$ cat src/rtl/adc_chan_seq_pkg.sv
// Shared types for the ADC channel sequencer: FSM states, channel-index width, sample record.
package adc_chan_seq_pkg;

  localparam int ADC_CHANNELS = 2;
  localparam int ADC_DATAW    = 10;

  // Channel index width; a single channel still needs one bit.
  function automatic int cw_of(input int n);
    return (n > 1) ? $clog2(n) : 1;
  endfunction

  localparam int ADC_CW = cw_of(ADC_CHANNELS);

  typedef enum logic [2:0] {
    ST_PD,
    ST_PWRUP,
    ST_SEL,
    ST_HOLD,
    ST_GAP
  } state_e;

  typedef struct packed {
    logic [ADC_CW-1:0]    chn;
    logic [ADC_DATAW-1:0] data;
  } sample_t;

endpackage

$ cat src/rtl/adc_chan_seq_pick.sv
// Masked round-robin finder: first enabled channel at or after ptr, wrapping.
// Combinational, no latency; no flow control.
module adc_chan_seq_pick
  import adc_chan_seq_pkg::*;
#(
  parameter int  NumChannels = ADC_CHANNELS,
  localparam int CW          = cw_of(NumChannels)
) (
  input  logic [CW-1:0]          ptr,
  input  logic [NumChannels-1:0] mask,
  output logic [CW-1:0]          idx,
  output logic                   found
);

  logic [CW-1:0] cand;

  // Scan from the far end so the candidate nearest ptr is written last.
  always_comb begin
    idx   = '0;
    found = 1'b0;
    cand  = '0;
    for (int i = NumChannels - 1; i >= 0; i--) begin
      cand = CW'((int'(ptr) + i) % NumChannels);
      if (mask[cand]) begin
        idx   = cand;
        found = 1'b1;
      end
    end
  end

endmodule

$ cat src/rtl/adc_chan_seq.sv
// Round-robin ADC channel sequencer; `ADC_CHAN_SEQ_AVG_EN reports the rounded mean of two back-to-back conversions.
// Latency: result strobe to sample_valid_o is 1 cycle (the second strobe when averaging).
// Backpressure: the sample is held with the channel select idle until sample_ready_i; no new conversion starts meanwhile.
module adc_chan_seq
  import adc_chan_seq_pkg::*;
#(
  parameter int  NumChannels   = ADC_CHANNELS,
  parameter int  DataW         = ADC_DATAW,
  parameter int  PwrUpCycles   = 16,
  parameter int  TimeoutCycles = 255,
  localparam int CW            = cw_of(NumChannels)
) (
  input  logic                   clk_i,
  input  logic                   rst_ni,
  input  logic                   enable_i,
  input  logic [NumChannels-1:0] chn_mask_i,
  output logic                   adc_pd_o,
  output logic [NumChannels-1:0] adc_chnsel_o,
  input  logic [DataW-1:0]       adc_d_i,
  input  logic                   adc_d_val_i,
  output logic                   sample_valid_o,
  input  logic                   sample_ready_i,
  output logic [CW-1:0]          sample_chn_o,
  output logic [DataW-1:0]       sample_data_o,
  output logic                   timeout_o
);

  localparam int CntMax = (PwrUpCycles > TimeoutCycles) ? PwrUpCycles : TimeoutCycles;
  localparam int CntW   = $clog2(CntMax + 1);
  localparam logic [CntW-1:0] PwrUpLast   = CntW'(PwrUpCycles - 1);
  localparam logic [CntW-1:0] TimeoutLast = CntW'(TimeoutCycles - 1);

  state_e        state;
  logic [CW-1:0] ptr;
  logic [CW-1:0] chosen;
  logic [CntW-1:0] cnt;

  logic [CW-1:0] pick_ptr;
  logic [CW-1:0] pick_idx;
  logic          pick_found;

  function automatic logic [CW-1:0] inc_chn(input logic [CW-1:0] c);
    return (int'(c) == NumChannels - 1) ? '0 : c + 1'b1;
  endfunction

  function automatic logic [NumChannels-1:0] onehot(input logic [CW-1:0] c);
    return NumChannels'(1) << c;
  endfunction

  // In GAP the search starts just past the channel that was served.
  assign pick_ptr = (state == ST_GAP) ? inc_chn(chosen) : ptr;

  adc_chan_seq_pick #(
    .NumChannels(NumChannels)
  ) u_pick (
    .ptr  (pick_ptr),
    .mask (chn_mask_i),
    .idx  (pick_idx),
    .found(pick_found)
  );

`ifdef ADC_CHAN_SEQ_AVG_EN
  logic             second;
  logic [DataW-1:0] first_d;
  logic [DataW:0]   avg_sum;

  assign avg_sum = {1'b0, first_d} + {1'b0, adc_d_i} + 1'b1;
`endif

  always_ff @(posedge clk_i or negedge rst_ni) begin
    if (!rst_ni) begin
      state          <= ST_PD;
      ptr            <= '0;
      chosen         <= '0;
      cnt            <= '0;
      adc_pd_o       <= 1'b1;
      adc_chnsel_o   <= '0;
      sample_valid_o <= 1'b0;
      sample_chn_o   <= '0;
      sample_data_o  <= '0;
      timeout_o      <= 1'b0;
`ifdef ADC_CHAN_SEQ_AVG_EN
      second         <= 1'b0;
      first_d        <= '0;
`endif
    end else begin
      timeout_o <= 1'b0;
      if (!enable_i) begin
        // Pointer survives a disable so the next run resumes where it stopped.
        state          <= ST_PD;
        cnt            <= '0;
        adc_pd_o       <= 1'b1;
        adc_chnsel_o   <= '0;
        sample_valid_o <= 1'b0;
        sample_chn_o   <= '0;
        sample_data_o  <= '0;
`ifdef ADC_CHAN_SEQ_AVG_EN
        second         <= 1'b0;
`endif
      end else begin
        case (state)
          ST_PD: begin
            if (|chn_mask_i) begin
              cnt      <= '0;
              adc_pd_o <= 1'b0;
              state    <= ST_PWRUP;
            end
          end
          ST_PWRUP: begin
            if (cnt == PwrUpLast) begin
              cnt <= '0;
              if (pick_found) begin
                chosen       <= pick_idx;
                adc_chnsel_o <= onehot(pick_idx);
                state        <= ST_SEL;
              end else begin
                adc_pd_o <= 1'b1;
                state    <= ST_PD;
              end
            end else begin
              cnt <= cnt + 1'b1;
            end
          end
          ST_SEL: begin
            // A strobe on the last allowed cycle beats the timeout.
            if (adc_d_val_i) begin
              adc_chnsel_o <= '0;
              cnt          <= '0;
`ifdef ADC_CHAN_SEQ_AVG_EN
              if (!second) begin
                first_d <= adc_d_i;
                second  <= 1'b1;
                state   <= ST_GAP;
              end else begin
                second         <= 1'b0;
                sample_valid_o <= 1'b1;
                sample_chn_o   <= chosen;
                sample_data_o  <= avg_sum[DataW:1];
                state          <= ST_HOLD;
              end
`else
              sample_valid_o <= 1'b1;
              sample_chn_o   <= chosen;
              sample_data_o  <= adc_d_i;
              state          <= ST_HOLD;
`endif
            end else if (cnt == TimeoutLast) begin
              adc_chnsel_o <= '0;
              cnt          <= '0;
              timeout_o    <= 1'b1;
              state        <= ST_GAP;
`ifdef ADC_CHAN_SEQ_AVG_EN
              second       <= 1'b0;
`endif
            end else begin
              cnt <= cnt + 1'b1;
            end
          end
          ST_HOLD: begin
            if (sample_ready_i) begin
              sample_valid_o <= 1'b0;
              state          <= ST_GAP;
            end
          end
          ST_GAP: begin
`ifdef ADC_CHAN_SEQ_AVG_EN
            if (second) begin
              if (|chn_mask_i) begin
                adc_chnsel_o <= onehot(chosen);
                state        <= ST_SEL;
              end else begin
                second        <= 1'b0;
                adc_pd_o      <= 1'b1;
                sample_chn_o  <= '0;
                sample_data_o <= '0;
                state         <= ST_PD;
              end
            end else begin
`else
            begin
`endif
              ptr <= inc_chn(chosen);
              if (pick_found) begin
                chosen       <= pick_idx;
                adc_chnsel_o <= onehot(pick_idx);
                state        <= ST_SEL;
              end else begin
                adc_pd_o      <= 1'b1;
                sample_chn_o  <= '0;
                sample_data_o <= '0;
                state         <= ST_PD;
              end
            end
          end
          default: state <= ST_PD;
        endcase
      end
    end
  end

endmodule
$ cat config.mk
export PLATFORM = sky130hd
export DESIGN_NAME = adc_chan_seq
export DESIGN_NICKNAME = d
export VERILOG_FILES = /design/src/rtl/adc_chan_seq_pkg.sv /design/src/rtl/adc_chan_seq_pick.sv /design/src/rtl/adc_chan_seq.sv
export SDC_FILE = /design/constraint.sdc
export NUM_CORES = 1
export LEC_CHECK = 0
export BUFFER_PORTS_ARGS = -buffer_cell sky130_fd_sc_hd__buf_2
export CAP_MARGIN = 10
export CORE_MARGIN = 4
export CORE_UTILIZATION = 54
export CTS_CLUSTER_DIAMETER = 150
export DETAILED_ROUTE_END_ITERATION = 10
export PLACE_DENSITY_LB_ADDON = 0.12
export SYNTH_ARGS = -nofsm -noshare
export SYNTH_HDL_FRONTEND = slang
export SYNTH_HIERARCHICAL = 1
export SYNTH_SLANG_ARGS = --single-unit
$ cat constraint.sdc
create_clock -name clk_i -period 2.63 [get_ports clk_i]
set_clock_uncertainty 0.15 [all_clocks]
set_input_delay 0.789 -clock clk_i [delete_from_list [all_inputs] [get_ports clk_i]]
set_output_delay 0.789 -clock clk_i [all_outputs]
set_load 0.05 [all_outputs]
# Word level (Yosys, flattened, before mapping)
# Cells that the tools add are included.
[classes] n_eq_ne=18 reduce_logical=10 n_addsub=3 n_mux=54 shifts=1 magnitude_cmp=2
[op_table] cell="2-to-1 mux 8 bit" n=5
[op_table] cell="2-to-1 mux 10 bit" n=3
[op_table] cell="2-to-1 mux 1 bit" n=26
[op_table] cell="case mux 8 bit (3 select lines)" n=1
[op_table] cell="case mux 10 bit (2 select lines)" n=1
[op_table] cell="2-to-1 mux 3 bit" n=6
[op_table] cell="inequality test 3 bit, second input constant" n=5
[op_table] cell="case mux 3 bit (5 select lines)" n=1
[op_table] cell="AND reduction 3 bit" n=5
[op_table] cell="2-to-1 mux 2 bit" n=6
[op_table] cell="inequality test 4 x 1 -> 1 bit, second input constant" n=3
[op_table] cell="adder 8 x 1 -> 8 bit, second input constant" n=1
[op_table] cell="== test 8 x 4 -> 1 bit, second input constant" n=1
[op_table] cell="== test 8 bit, second input constant" n=1
[op_table] cell="== test 3 x 2 -> 1 bit, second input constant" n=2
[op_table] cell="inequality test 3 x 1 -> 1 bit, second input constant" n=2
[op_table] cell="case mux 1 bit (2 select lines)" n=3
[op_table] cell="case mux 2 bit (3 select lines)" n=1
[op_table] cell="< comparator 1 x 2 -> 1 bit, second input constant" n=2
[op_table] cell="inequality test 4 bit, second input constant" n=1
[op_table] cell="AND reduction 4 bit" n=1
[op_table] cell="== test 3 x 1 -> 1 bit, second input constant" n=1
[op_table] cell="== test 3 bit, second input constant" n=1
[op_table] cell="logical NOT 3 bit" n=1
[op_table] cell="7 further kinds" n=8
[totals] in_bits=17 register_bits=29 output_inout_bits=16 wordCells=98

# Longest topological paths before layout
# Gate-level depths: netlist of the first run.
[depth] word_depth=13 depth_mapped=6 ltp_nobuf=6

# Modules after synthesis
# Netlist of the first run, hierarchy kept.
[by_module_without_submodules] mod="adc_chan_seq" n_inst=1 cells_each=169 seq_area_each_um2=726.9 area_per_inst_um2=1581.5
[by_module_without_submodules] mod="adc_chan_seq_pick" n_inst=1 cells_each=3 seq_area_each_um2=0.0 area_per_inst_um2=17.5

# Worst setup path after synthesis of the first run
# Ideal clock, no wire load.
[synth_timing] kind="input to register" from="input port chn_mask_i[0]" to="register sample_chn_o" stages=6 arrival_ns=1.849 slack_ns=0.551 n_path_buf=1 setup_time_ns=0.079 required_ns=2.401 cell_sequence="or2_1 > nor2_1 > a21boi_1 > o21ai_1 > buf_2 > mux2i_1"
[synth_between] elab_chain_cells=6 word_cells_on_any_way=8 cone_classes="eq/ne: 1; mux: 6; reduce/logical: 1"
[synth_rtl] item="start, declared" line_no="adc_chan_seq.sv:16" rtl="input logic [NumChannels-1:0] chn_mask_i,"
[synth_rtl] item="2-to-1 mux 1 bit (implied by the code) (2 in a row)" line_no="adc_chan_seq_pick.sv:24" rtl="if (mask[cand]) begin"
[synth_rtl] item="2-to-1 mux 1 bit" line_no="adc_chan_seq_pick.sv:24"
[synth_rtl] item="2-to-1 mux 1 bit (*)" line_no="adc_chan_seq_pick.sv:24"
[synth_rtl] item="inequality test 3 bit (no line) (*)"
[synth_rtl] item="AND reduction 3 bit (no line) (*)"
[synth_rtl] item="end signal, assigned" line_no="adc_chan_seq.sv:143" rtl="sample_chn_o <= chosen;"
[synth_rtl] item="end, declared" line_no="adc_chan_seq.sv:23" rtl="output logic [CW-1:0] sample_chn_o,"
# Mark *: on every way between the ends. The rest lies on a longest branch, timed or not. The select of a mux whose other input is x is not followed.
# A chain may end at the register's enable or synchronous reset.

# Final worst setup path of the first run
[layout_timing] from="register state[0]" to="register chosen"
[layout_between] elab_chain_cells=10 word_cells_on_any_way=18 cone_classes="add/sub: 1; eq/ne: 3; mux: 12; reduce/logical: 2"
[layout_rtl] item="start, declared" line_no="adc_chan_seq.sv:33" rtl="state_e state;"
[layout_rtl] item="start signal, assigned" line_no="adc_chan_seq.sv:72" rtl="state <= ST_PD;"
[layout_rtl] item="start signal, assigned" line_no="adc_chan_seq.sv:90" rtl="state <= ST_PD;"
[layout_rtl] item="start signal, assigned" line_no="adc_chan_seq.sv:106" rtl="state <= ST_PWRUP;"
[layout_rtl] item="== test 3 bit" line_no="adc_chan_seq.sv:51, adc_chan_seq.sv:101"
[layout_rtl] item="2-to-1 mux 1 bit"
[layout_rtl] item="adder 1 bit" line_no="adc_chan_seq_pick.sv:23" rtl="cand = CW'((int'(ptr) + i) % NumChannels);"
[layout_rtl] item="2-to-1 mux 1 bit (implied by the code) (2 in a row)" line_no="adc_chan_seq_pick.sv:24"
[layout_rtl] item="2-to-1 mux 1 bit (2 in a row)" line_no="adc_chan_seq_pick.sv:24"
[layout_rtl] item="2-to-1 mux 1 bit" line_no="adc_chan_seq.sv:112, adc_chan_seq.sv:183"
[layout_rtl] item="2-to-1 mux 1 bit" line_no="adc_chan_seq.sv:110" rtl="if (cnt == PwrUpLast) begin"
[layout_rtl] item="case mux 1 bit (2 select lines)" line_no="adc_chan_seq.sv:101" rtl="case (state)"
[layout_rtl] item="end signal, assigned" line_no="adc_chan_seq.sv:113" rtl="chosen <= pick_idx;"
[layout_rtl] item="end signal, assigned" line_no="adc_chan_seq.sv:184" rtl="chosen <= pick_idx;"
[layout_rtl] item="end, declared" line_no="adc_chan_seq.sv:35" rtl="logic [CW-1:0] chosen;"
# Several ways; a longest one is shown, not always the timed one. The select of a mux whose other input is x is not followed.

==> flow_metrics.py, run 1 <==
metrics = {
    "grt": {
        "grt_max_degree": 30,
        "first_global_vias": 1317,
        "grt_use_met1_pct": 21.65,
        "use_met3_pct": 7.194,
        "track_usage_pct": 18.29,
        "antenna_found_initial": 0,
        "top_usage_layer": "met2",
        "grt-ovfl-total": 0,
        "grt_pass1_wl_mm": 5.775,
        "grtUsageMet2_pct": 30.05,
    },
    "floorplanning": {
        "ios": 33,
        "core_area_um2": 2781,
        "dieWidth_um": 62.42,
        "die_area_um2": 3896,
        "rows": 19,
        "die_h_um": 62.42,
        "start_util_pct": 57.49,
    },
    "logic_synthesis": {
        "syn_inst": 172,
        "yosysSeqAreaShare_pct": 45.46,
        "synth_edf_count": 0,
        "synthArstFlopShare_pct": 100.0,
        "ys_warn_count": 6,
        "ys_types": 45,
        "syn_nets": 191,
        "netlist.area_leader.share_pct": 43.82,
        "synth.area.top_cells": "dfrtp_1 44%, mux2i_1 7.5%, nand2_1 5.6%",
        "synth_ff_type": "dfrtp_1",
        "yosys.area.top_type": "dfrtp_1",
        "syn_area_um2": 1599,
        "avgSynthCellArea_um2": 9.297,
        "ys_ff_latch": 29,
    },
    "cts": {
        "clock_sinks": 29,
        "worstSkewPairLatency_ns": 0.32,
        "clk_pin_slew_worst_paths_ns": 0.09,
        "htree_num_levels": 2,
        "cts_root_buffer": "clkbuf_4",
        "ctsResizeCount": 0,
        "clockBufferDepth": 2,
        "cts_tree": "built",
        "cts_setup_buffers": 0,
        "holdBufCountCts": 0,
        "cts-buffers-inserted": 5,
    },
    "cells_and_area": {
        "nets": 225,
        "mostFrequentLayoutCells": "32 x buf_2, 28 x dfrtp_1, 24 x nand2_1, 20 x inv_1, 12 x mux2i_1",
        "area_growth_pct": 14.63,
        "postLayoutCoreUtil_pct": 65.90,
        "n_antenna_cell": 0,
        "drive_gt1_share_pct": 23.19,
        "layout_commonest_cell": "buf_2",
    },
    "routing": {
        "vias": 1330,
        "wl_per_cell_um": 13.38,
        "antenna_left": 0,
        "drt-vias-per-instance": 5.588,
        "drc": 0,
        "drt_wl_total_mm": 3.184,
        "first_pass_iters": 4,
        "drtIter0Drc": 62,
    },
    "power": {
        "power_frac_seq_pct": 43.0,
        "pwr-share-comb_pct": 39.7,
        "ir_drop_v": 0.0005900,
        "switching_share_pct": 42.89,
        "p_int_uw": 826.1,
        "pwr-share-clk_pct": 17.2,
        "p_per_area_nw_per_um2": 789.2,
        "power_switching_uw": 620.4,
        "leakage_nw": 0.8924,
    },
    "worst_setup_path": {
        "cp-start-kind": "register",
        "cp.arrival_ns": 2.19,
        "r2r_start": "state[0]",
        "setup.worst_path.class": "register to register",
        "reg2reg_to": "chosen",
        "rrSetupSlack_ns": 0.50,
        "crit_path_end_kind": "register",
        "cp-startpoint": "state[0]",
        "cp_max_fo": 14,
        "r2r_cells": 4,
        "required_ns": 2.69,
        "endpoint": "chosen",
    },
    "sta": {
        "tightest_slew_ns": 0.6136,
        "fin_crit_ns": 2.128,
        "rsz0062_at_grt": "false",
        "setup-violations-final": 0,
        "max_slew_margin_pct": 59.09,
        "finalHoldViolations": 0,
        "drv_slew": 0,
        "finalCritPeriodShare_pct": 80.90,
        "fin_tns_setup_ns": 0,
        "max_freq_mhz": 470.0,
    },
    "place": {
        "place_hpwl_mm": 2.371,
        "gp_congestion": 0.8430,
        "io_buffers": 32,
    },
    "outcome": {
        "status": "completed",
    },
    "run": {
        "max_cap_viol_count": 0,
    },
    "hold_path": {
        "hp-class": "input pin to asynchronous set/reset pin",
    },
}
## per-stage QoR
step	hold WS (ns)	setup slack [ns]	cells	power [mW]	instance area, um^2
floorplan	0.3404	0.5513	172	1.069	1599
global placement	0.3511	0.3612	230	1.188	1782
detailed placement	0.3567	0.3367	230	1.205	1782
CTS	0.3313	0.5546	238	1.462	1833
global route	0.3478	0.3873	238	1.562	1833
finish	0.3148	0.5023	238	1.447	1833
## state kept, by name, indices dropped and copies added, names as in the netlist
register,cells
sample_data_o,10
cnt,8
state,3
adc_chnsel_o,2
adc_pd_o,1
chosen,1
ptr,1
sample_chn_o,1
sample_valid_o,1
timeout_o,1
## worst min-delay path by stage
| stage | to | cells past startpoint |
|---|---|---|
| 6_report | sample_data_o[4] | 1 |
| 3_3_place_gp | sample_data_o[9] | 2 |
| 3_5_place_dp | sample_data_o[4] | 2 |
| 4_1_cts | sample_data_o[4] | 1 |
| 2_1_floorplan | adc_chnsel_o[0] | 0 |
| 5_1_grt | sample_data_o[4] | 1 |
## power by group through the flow
stage	sequential, mW	clock (mW)	combinational (mW)
floorplan	0.759	0	0.310
global placement	0.624	0	0.564
detailed placement	0.629	0	0.575
CTS	0.621	0.263	0.578
global route	0.640	0.294	0.628
finish	0.623	0.249	0.575
## cell usage after synthesis, types with 2 or more instances
library cell	count
xnor2_1	2
nor3b_1	2
nor2b_1	2
o2bb2ai_1	2
nand3b_1	2
ha_1	2
nand4_1	2
nor4_1	2
nand2b_1	3
and2_1	2
o21ai_0	5
buf_2	4
o21a_1	2
nor3_1	2
nand3_1	3
o21ai_1	9
a21oi_1	5
nor2_1	7
mux2i_1	12
or3_1	2
xor2_1	2
o22ai_1	2
a22o_1	2
nand2_1	24
a21boi_1	2
clkbuf_1	3
inv_1	20
dfrtp_1	28
## cell families after synthesis
logic type | synth area share [%]
simple gates | 19.87
compound gates | 15.81
flops | 45.46
buf+inv | 6.651
mux | 8.451
xor+xnor | 2.191
fa+ha+maj | 1.565
## final cells by class
type	instances	area, um^2
clock buffers	6	41.29
clock inverters	2	10.01
fillers	247	948.4
inverters	20	75.07
multi-input cells	116	765.7
flip-flops and latches	29	726.9
well taps	31	38.79
repair buffers	34	175.2
## worst max-delay path: stages, from the launching register on
cell,delay [ns]
dfrtp_1,0.62
nor3b_1,0.57
o21a_1,0.20
nand4_2,0.15
mux2_4,0.32
## metal layers
layer,vias up,share of wire (%)
met4,0,1.1
met1,629,44
met2,37,48
met3,4,6.9
met5,-,0
li1,660,-
No activity file was read; power rests on OpenSTA's default activity.
==> inputs of run 2 (changes only) <==
Clock period 2.63 ns to 2.2 ns, I/O delays scaled along.
==> run 2 against run 1 <==
Against the previous run:
- register-to-register slack got worse by 0.28 ns
- critical path depth increased by 2
- worst setup slack got worse by 0.28 ns
- non-clock buffer count increased by 7
==> flow_metrics.py, run 2 (same netlist as run 1, synthesis figures left out) <==
metrics = {
    "cts": {
        "cts_tree": "built",
        "cts-buffers-inserted": 5,
        "clock_sinks": 29,
        "holdBufCountCts": 0,
        "cts_root_buffer": "clkbuf_4",
        "clockBufferDepth": 2,
        "clk_pin_slew_worst_paths_ns": 0.09,
        "cts_setup_buffers": 0,
        "ctsResizeCount": 0,
        "htree_num_levels": 2,
        "worstSkewPairLatency_ns": 0.33,
    },
    "power": {
        "pwr-share-comb_pct": 42.4,
        "p_per_area_nw_per_um2": 959.9,
        "p_int_mw": 1.029,
        "ir_drop_v": 0.0009476,
        "power_frac_seq_pct": 40.2,
        "power_switching_uw": 781.4,
        "leakage_nw": 0.9284,
        "switching_share_pct": 43.17,
        "pwr-share-clk_pct": 17.4,
    },
    "cells_and_area": {
        "layout_commonest_cell": "buf_2",
        "postLayoutCoreUtil_pct": 67.79,
        "nFillCells": 221,
        "area_growth_pct": 17.92,
        "mostFrequentLayoutCells": "32 x buf_2, 28 x dfrtp_1, 24 x nand2_1, 20 x inv_1, 12 x mux2i_1",
        "regMostFlops": "sample_data_o",
        "nets": 232,
        "final_cell_area_um2": 1886,
        "n_antenna_cell": 0,
        "largest_reg_flops": 10,
        "finalNonFillerCells": 245,
        "top_regs": "sample_data_o (10), cnt (8), state (3)",
        "drive_gt1_share_pct": 25.70,
    },
    "grt": {
        "grt-ovfl-total": 0,
        "track_usage_pct": 19.83,
        "grt_pass1_wl_mm": 6.285,
        "grt_max_degree": 30,
        "first_global_vias": 1399,
        "antenna_found_initial": 0,
    },
    "routing": {
        "drc": 0,
        "wl_per_cell_um": 14.37,
        "drtIter0Drc": 86,
        "first_pass_iters": 4,
        "drt-vias-per-instance": 5.535,
        "vias": 1356,
        "drt_wl_total_mm": 3.521,
        "antenna_left": 0,
    },
    "place": {
        "place_hpwl_mm": 2.639,
        "place_ws_ns": 0.1054,
        "gp_congestion": 0.8760,
        "place_inst": 237,
        "place_area_um2": 1834,
        "io_buffers": 32,
    },
    "worst_setup_path": {
        "r2r_cells": 6,
        "crit_path_end_kind": "register",
        "cp.arrival_ns": 2.09,
        "setup.worst_path.class": "register to register",
        "reg2reg_to": "adc_chnsel_o[1]",
        "required_ns": 2.31,
        "rrSetupSlack_ns": 0.22,
        "r2r_start": "state[2]",
        "cp-start-kind": "register",
        "cp_max_fo": 10,
    },
    "sta": {
        "max_freq_mhz": 505.6,
        "setup-violations-final": 0,
        "fin_tns_setup_ns": 0,
        "fin_crit_ns": 1.978,
        "fin_ws_ns": 0.2223,
        "rsz0062_at_grt": "false",
        "drv_slew": 0,
        "finalCritPeriodShare_pct": 89.90,
        "tightest_slew_ns": 0.6359,
        "max_slew_margin_pct": 57.61,
        "finalHoldViolations": 0,
    },
    "hold_path": {
        "hp-class": "input pin to asynchronous set/reset pin",
    },
    "floorplanning": {
        "rows": 19,
        "die_h_um": 62.42,
        "die_area_um2": 3896,
        "dieWidth_um": 62.42,
        "start_util_pct": 57.49,
        "ios": 33,
        "core_area_um2": 2781,
    },
    "outcome": {
        "status": "completed",
    },
    "run": {
        "max_cap_viol_count": 0,
    },
}
==> run 2: through the flow <==
stage	hold WS [ns]	power (mW)
final	0.1870	1.810
after global routing	0.2192	1.942
after CTS	0.1975	1.822
after detailed placement	0.3607	1.502
after global placement	0.3473	1.474
after floorplan	0.2144	1.278
==> run 2: metal layers <==
| metal | vias up | GRT usage (%) | share of wire (%) | wire length [um] |
|---|---|---|---|---|
| met5 | - | 0 | 0 | 0 |
| met4 | 0 | 7.427 | 1.5 | 54 |
| met3 | 6 | 4.856 | 6.0 | 212 |
| met2 | 38 | 33.29 | 47 | 1654 |
| met1 | 640 | 24.53 | 45 | 1600 |
| li1 | 672 | - | - | - |
==> run 2: final cells by class <==
class                           count  area (um^2)  share of cell area (%)
Sequential cell                    29        726.9                   38.55
Clock buffer                        6        41.29                   2.190
Multi-Input combinational cell    116        765.7                   40.61
Inverter                           20        75.07                   3.981
Clock inverter                      2        10.01                  0.5309
Timing Repair Buffer               41        227.7                   12.08
Tap cell                           31        38.79                   2.057
==> run 2: worst max-delay path by stage <==
| stage | start | endpoint | depth (start not counted) |
|---|---|---|---|
| detailed placement | chn_mask_i[0] | sample_data_o[8] | 7 |
| global route | state[2] | adc_chnsel_o[1] | 6 |
| global placement | chn_mask_i[1] | cnt[2] | 5 |
| finish | state[2] | adc_chnsel_o[1] | 6 |
| floorplan | chn_mask_i[0] | sample_chn_o | 6 |
| CTS | state[2] | adc_chnsel_o[1] | 6 |
==> run 2: power by group through the flow <==
stage / combinational (mW) / sequential (mW) / clock (mW)
after CTS: 0.769 / 0.726 / 0.327
final: 0.768 / 0.728 / 0.314
after global placement: 0.747 / 0.727 / 0
after global routing: 0.837 / 0.748 / 0.357
after detailed placement: 0.766 / 0.736 / 0
after floorplan: 0.370 / 0.908 / 0
==> run 2: worst max-delay path, cell delays in order, from the launching register on <==
cell	delay, ns
dfrtp_1	0.55
nor3b_1	0.41
mux2i_1	0.29
inv_1	0.06
a21boi_1	0.22
inv_1	0.06
o22ai_1	0.15
